<file path="config.mk">
export PLATFORM = sky130hd
export DESIGN_NAME = fifo_fwft_status
export DESIGN_NICKNAME = d
export VERILOG_FILES = /design/src/rtl/fifo_fwft_status.sv
export SDC_FILE = /design/constraint.sdc
export NUM_CORES = 1
export LEC_CHECK = 0
export BUFFER_PORTS_ARGS = -buffer_cell sky130_fd_sc_hd__buf_2
export CAP_MARGIN = 20
export CORE_MARGIN = 1.5
export CORE_UTILIZATION = 53
export DETAILED_ROUTE_END_ITERATION = 10
export PLACE_DENSITY = 0.72
export SETUP_SLACK_MARGIN = 0.02
export SYNTH_ARGS = -nofsm -noshare
export SYNTH_HDL_FRONTEND = slang
export SYNTH_SLANG_ARGS = --single-unit
</file>
<file path="constraint.sdc">
create_clock -name clk -period 11.2 [get_ports clk]
set_input_delay 2.24 -clock clk [delete_from_list [all_inputs] [get_ports clk]]
set_output_delay 2.24 -clock clk [all_outputs]
set_load 0.05 [all_outputs]
</file>
<file path="src/rtl/fifo_fwft_status.sv">
// Synchronous circular FIFO with first-word-fall-through head, occupancy count,
// almost-full/almost-empty thresholds, synchronous flush and sticky error flags.
module fifo_fwft_status #(
   parameter int DATA_WIDTH = 32,
   parameter int DEPTH      = 8,
   parameter int ADDR_WIDTH = 3,
   parameter int AF_THRESH  = 6,
   parameter int AE_THRESH  = 2
) (
   input  logic                  clk,
   input  logic                  rst,
   input  logic                  flush,
   input  logic                  wr,
   input  logic                  rd,
   input  logic [DATA_WIDTH-1:0] data_in,
   output logic [DATA_WIDTH-1:0] data_out,
   output logic                  full,
   output logic                  empty,
   output logic                  almost_full,
   output logic                  almost_empty,
   output logic [ADDR_WIDTH:0]   count,
   output logic                  overflow,
   output logic                  underflow
);

   localparam logic [ADDR_WIDTH:0]   DEPTH_C = (ADDR_WIDTH+1)'(DEPTH);
   localparam logic [ADDR_WIDTH:0]   AF_C    = (ADDR_WIDTH+1)'(AF_THRESH);
   localparam logic [ADDR_WIDTH:0]   AE_C    = (ADDR_WIDTH+1)'(AE_THRESH);
   localparam logic [ADDR_WIDTH-1:0] PTR_ONE = ADDR_WIDTH'(1);
   localparam logic [ADDR_WIDTH:0]   CNT_ONE = (ADDR_WIDTH+1)'(1);

   logic [DATA_WIDTH-1:0] mem_q [DEPTH];

   logic [ADDR_WIDTH-1:0] wr_ptr_q, wr_ptr_d;
   logic [ADDR_WIDTH-1:0] rd_ptr_q, rd_ptr_d;
   logic [ADDR_WIDTH:0]   count_q, count_d;
   logic                  overflow_q, overflow_d;
   logic                  underflow_q, underflow_d;

   logic rd_acc;
   logic wr_acc;
   logic mem_we;

   // Every status output is a decode of registered state only.
   assign count        = count_q;
   assign full         = (count_q == DEPTH_C);
   assign empty        = (count_q == '0);
   assign almost_full  = (count_q >= AF_C);
   assign almost_empty = (count_q <= AE_C);
   assign overflow     = overflow_q;
   assign underflow    = underflow_q;

   assign rd_acc = rd && !empty;
   // A full FIFO still takes a write when the same cycle frees a slot.
   assign wr_acc = wr && (!full || rd_acc);

   assign data_out = empty ? '0 : mem_q[rd_ptr_q];

   always_comb begin
      // NOTE: every variable gets a default first, so no path leaves one unassigned and no latch is inferred.
      wr_ptr_d    = wr_ptr_q;
      rd_ptr_d    = rd_ptr_q;
      count_d     = count_q;
      overflow_d  = overflow_q;
      underflow_d = underflow_q;
      mem_we      = 1'b0;

      if (flush) begin
         wr_ptr_d    = '0;
         rd_ptr_d    = '0;
         count_d     = '0;
         overflow_d  = 1'b0;
         underflow_d = 1'b0;
      end else begin
         if (wr_acc) begin
            mem_we   = 1'b1;
            wr_ptr_d = wr_ptr_q + PTR_ONE;
         end
         if (rd_acc) begin
            rd_ptr_d = rd_ptr_q + PTR_ONE;
         end

         unique case ({wr_acc, rd_acc})
            2'b10:   count_d = count_q + CNT_ONE;
            2'b01:   count_d = count_q - CNT_ONE;
            default: count_d = count_q;
         endcase

         if (wr && !wr_acc) begin
            overflow_d = 1'b1;
         end
         if (rd && empty) begin
            underflow_d = 1'b1;
         end
      end
   end

   always_ff @(posedge clk) begin
      // NOTE: sequential state uses non-blocking assignments so all registers update from the same pre-edge values.
      if (!rst) begin
         wr_ptr_q    <= '0;
         rd_ptr_q    <= '0;
         count_q     <= '0;
         overflow_q  <= 1'b0;
         underflow_q <= 1'b0;
      end else begin
         wr_ptr_q    <= wr_ptr_d;
         rd_ptr_q    <= rd_ptr_d;
         count_q     <= count_d;
         overflow_q  <= overflow_d;
         underflow_q <= underflow_d;
      end
   end

   // NOTE: storage is deliberately not reset; data_out masks it to zero while empty, so stale words are never observable.
   always_ff @(posedge clk) begin
      if (rst && mem_we) begin
         mem_q[wr_ptr_q] <= data_in;
      end
   end

endmodule

</file>
==> summary.md <==
| Metric | Value |
|---|---|
| Sequential power share | 53.5% |
| RSZ-0062 raised after global routing | false |
| Sequential cell area | 7990 sq um |
| I/O pin cnt | 79 |
| Tcrit/Tclk final | 47.5% |
| Nets | 642 |
| Final antenna-violating net count | 0 |
| HP Class | reg2reg |
| Final Hold Violating Endpoints | 0 |
| Std cell rows | 51 |
| Post_cts resized | 0 |
| Ant. Diodes | 0 |
| Commonest non-fill, non-tap cell in the layout | edfxtp_1 |
| CTS H-tree depth | 1 |
| Power per cell area | 173 nW/um^2 |
| CTS Buffer Depth | 3 |
| DRC viols | 0 |
| CP arrival | 3.08 ns |
| Synth async-reset ratio | 0% |
| Most frequent cells in the layout | edfxtp_1 (256), buf_2 (78), mux4_2 (64) |
| Register area share after synthesis | 75.8% |
| Comb power frac | 6.3% |
| Worst path required time | 8.96 ns |
| Worst-margin pin slew | 1.10 ns |
| Die extent in y | 144 microns |
| First-pass GRT wire length | 30100 microns |
| Top_reg_cell synth | edfxtp_1 |
| I/O Buffers | 78 |
| Critical setup path kind | reg2out |
| GR Util All Layers | 19.9% |
| Antenna violations before repair | 1 |
| Yosys Warn Count | 0 |
| CTS buffer count | 27 |
| TNS Setup | 0 ns |
| Starting density of the core | 54.1% |
| WL final | 19900 microns |
| GPL Wtd Cong | 0.737 |
| Fillcell total | 1360 |
| Gr ovfl total | 0 |
| Worst vdd ir | 131 uV |
| Synth Net Count | 548 |
| Via count | 5037 |
| Final setup viols | 0 |
| WP buf/inv | 2 |
| Cell-by-cell trace of the critical path | buf_4 > mux4_2 > mux2i_1 > nor2_1 > buf_2 |
| Pleak | 0.00392 uW |
| Internal Pwr Total | 1640 uW |
| Dpl hpwl | 11100 microns |
| Mapped cell area | 10500 sq um |
| Sw Share | 21.6% |
| P&R area growth vs syn | 15.0% |
| Non-filler instance count after layout | 884 |
| Final Skew | 0.0102 ns |
| Largest stage delay, worst path | 0.78 ns |
| Slew margin rel. | 26.3% |
| First-pass DRT Iterations | 4 |
| WL/cell | 22.5 microns |
| CTS root buf | clkbuf_16 |
| PnR Total Power | 2090 uW |
| Core Box Area | 19500 sq um |
| Critical Path Sink Type | primary output |
| Number of global-route vias before repair | 5341 |
| Crit-path max FO | 46 |
| CTS tree | yes |
| Delay-heaviest family, CP | buffers and inverters |
| Avg Inst Size Synth | 20.8 sq um |
| DIE WIDTH | 144 microns |
| Area occupied by multi-input gates | 2440 sq um |
| Highest Clock Rate | 188 MHz |
| Vias per std cell | 5.70 |
| Status | complete, no violations |
| Worst-skew pair later-pin latency | 0.52 ns |
| Setup bufs post-CTS | 0 |
| Switch Pwr | 452 uW |
| EDFF count, synth | 256 |
| CP max stage cell | buf_4 |
| Iter 0 DRT Violations | 408 |
| Synth unique cells | 32 |
| #FFs+latches synth | 271 |
| Largest net degree at the start of global routing | 65 |
| # clock sinks | 271 |
| Die area | 20700 sq um |
| Clk pwr share | 40.1% |
| Share of cells above drive strength 1 | 33.4% |
| Max-Cap Viols | 0 |
| Minimum clock period | 5.32 ns |
| Crit path launch type | flop |
| Reg clk slew, reported paths | 0.06 ns |
| Cells after synthesis | 506 |
| Hold-fix buffers at CTS | 0 |
| Final Max Slew Viols | 0 |
| Cells after DPL | 836 |
through the flow:
stage	setup slack, ns	area (sq um)	hold WS (ns)	util [%]
floorplan	5.38	10500	0.485	-
global placement	6.35	11300	0.445	58.0
detailed placement	6.33	11300	0.462	58.0
CTS	5.77	12100	0.476	62.2
global route	5.62	12100	0.515	62.2
finish	5.88	12100	0.475	62.2
cells in the mapped netlist, drive strengths merged (5+ instances only):
cell	number	area share [%]
a211oi	5	0.48
buf	16	0.88
clkbuf	11	0.39
dfxtp	15	2.9
edfxtp	256	73
inv	6	0.21
mux2i	35	3.3
mux4	64	14
nand2b	5	0.30
nor2	52	1.9
or3	5	0.30
power groups by stage:
stage / sequential [uW] / clock, uW / combinational, uW
floorplan: 1140 / 0 / 91.6
global placement: 1140 / 0 / 130
detailed placement: 1140 / 0 / 134
CTS: 1120 / 854 / 134
global route: 1120 / 893 / 141
finish: 1120 / 839 / 132
final cells by class:
type,instances,share of cell area [%]
tap,265,2.74
timing repair buffer,92,4.09
multi-input combinational,202,20.2
sequential,271,66.0
inverter,6,0.186
clock buffer,32,5.73
clock inverter,16,1.05
metal layers:
metal  GRT usage, %  vias to the layer above  share of wire, %
li1               -                     2237                 -
met1           26.4                     2609                41
met2           35.1                      164                52
met3           2.98                       25               5.5
met4           4.78                        2               1.6
met5              0                        -             0.055
final timing paths:
kind | from | slack [ns] | cells past startpoint | to
min | overflow$_SDFFE_PP0P_ | 0.48 | 2 | overflow$_SDFFE_PP0P_
max reg2reg | count[0]$_SDFFE_PP0P_ | 7.78 | 9 | count[3]$_SDFFE_PP0P_
max | flop | 5.88 | 5 | data_out[7]
min reg2reg | overflow$_SDFFE_PP0P_ | 0.48 | 2 | overflow$_SDFFE_PP0P_
worst min-delay path, stage by stage (launching register included):
cell	delay, ns
dfxtp_1	0.33
a31oi_1	0.04
nor2_1	0.07
state kept, by name (all words and copies together), names as in the netlist, named ones only:
name,count
underflow,1
count,4
overflow,1
mem_q,256
rd_ptr_q,3
wr_ptr_q,3
cells by family (layout without fill, tap and decap cells):
group / after synthesis / count (layout) / synth area share (%)
buffers and inverters: 33 / 146 / 1.48
XOR/XNOR: 7 / 7 / 0.582
flip-flops: 271 / 271 / 75.8
multiplexers: 99 / 99 / 17.0
AND/OR/NAND/NOR: 74 / 74 / 3.16
adder cells (fa/ha/maj): 5 / 5 / 0.665
AO/OA/AOI/OAI: 17 / 17 / 1.26
No activity file was read; power rests on OpenSTA's default activity.
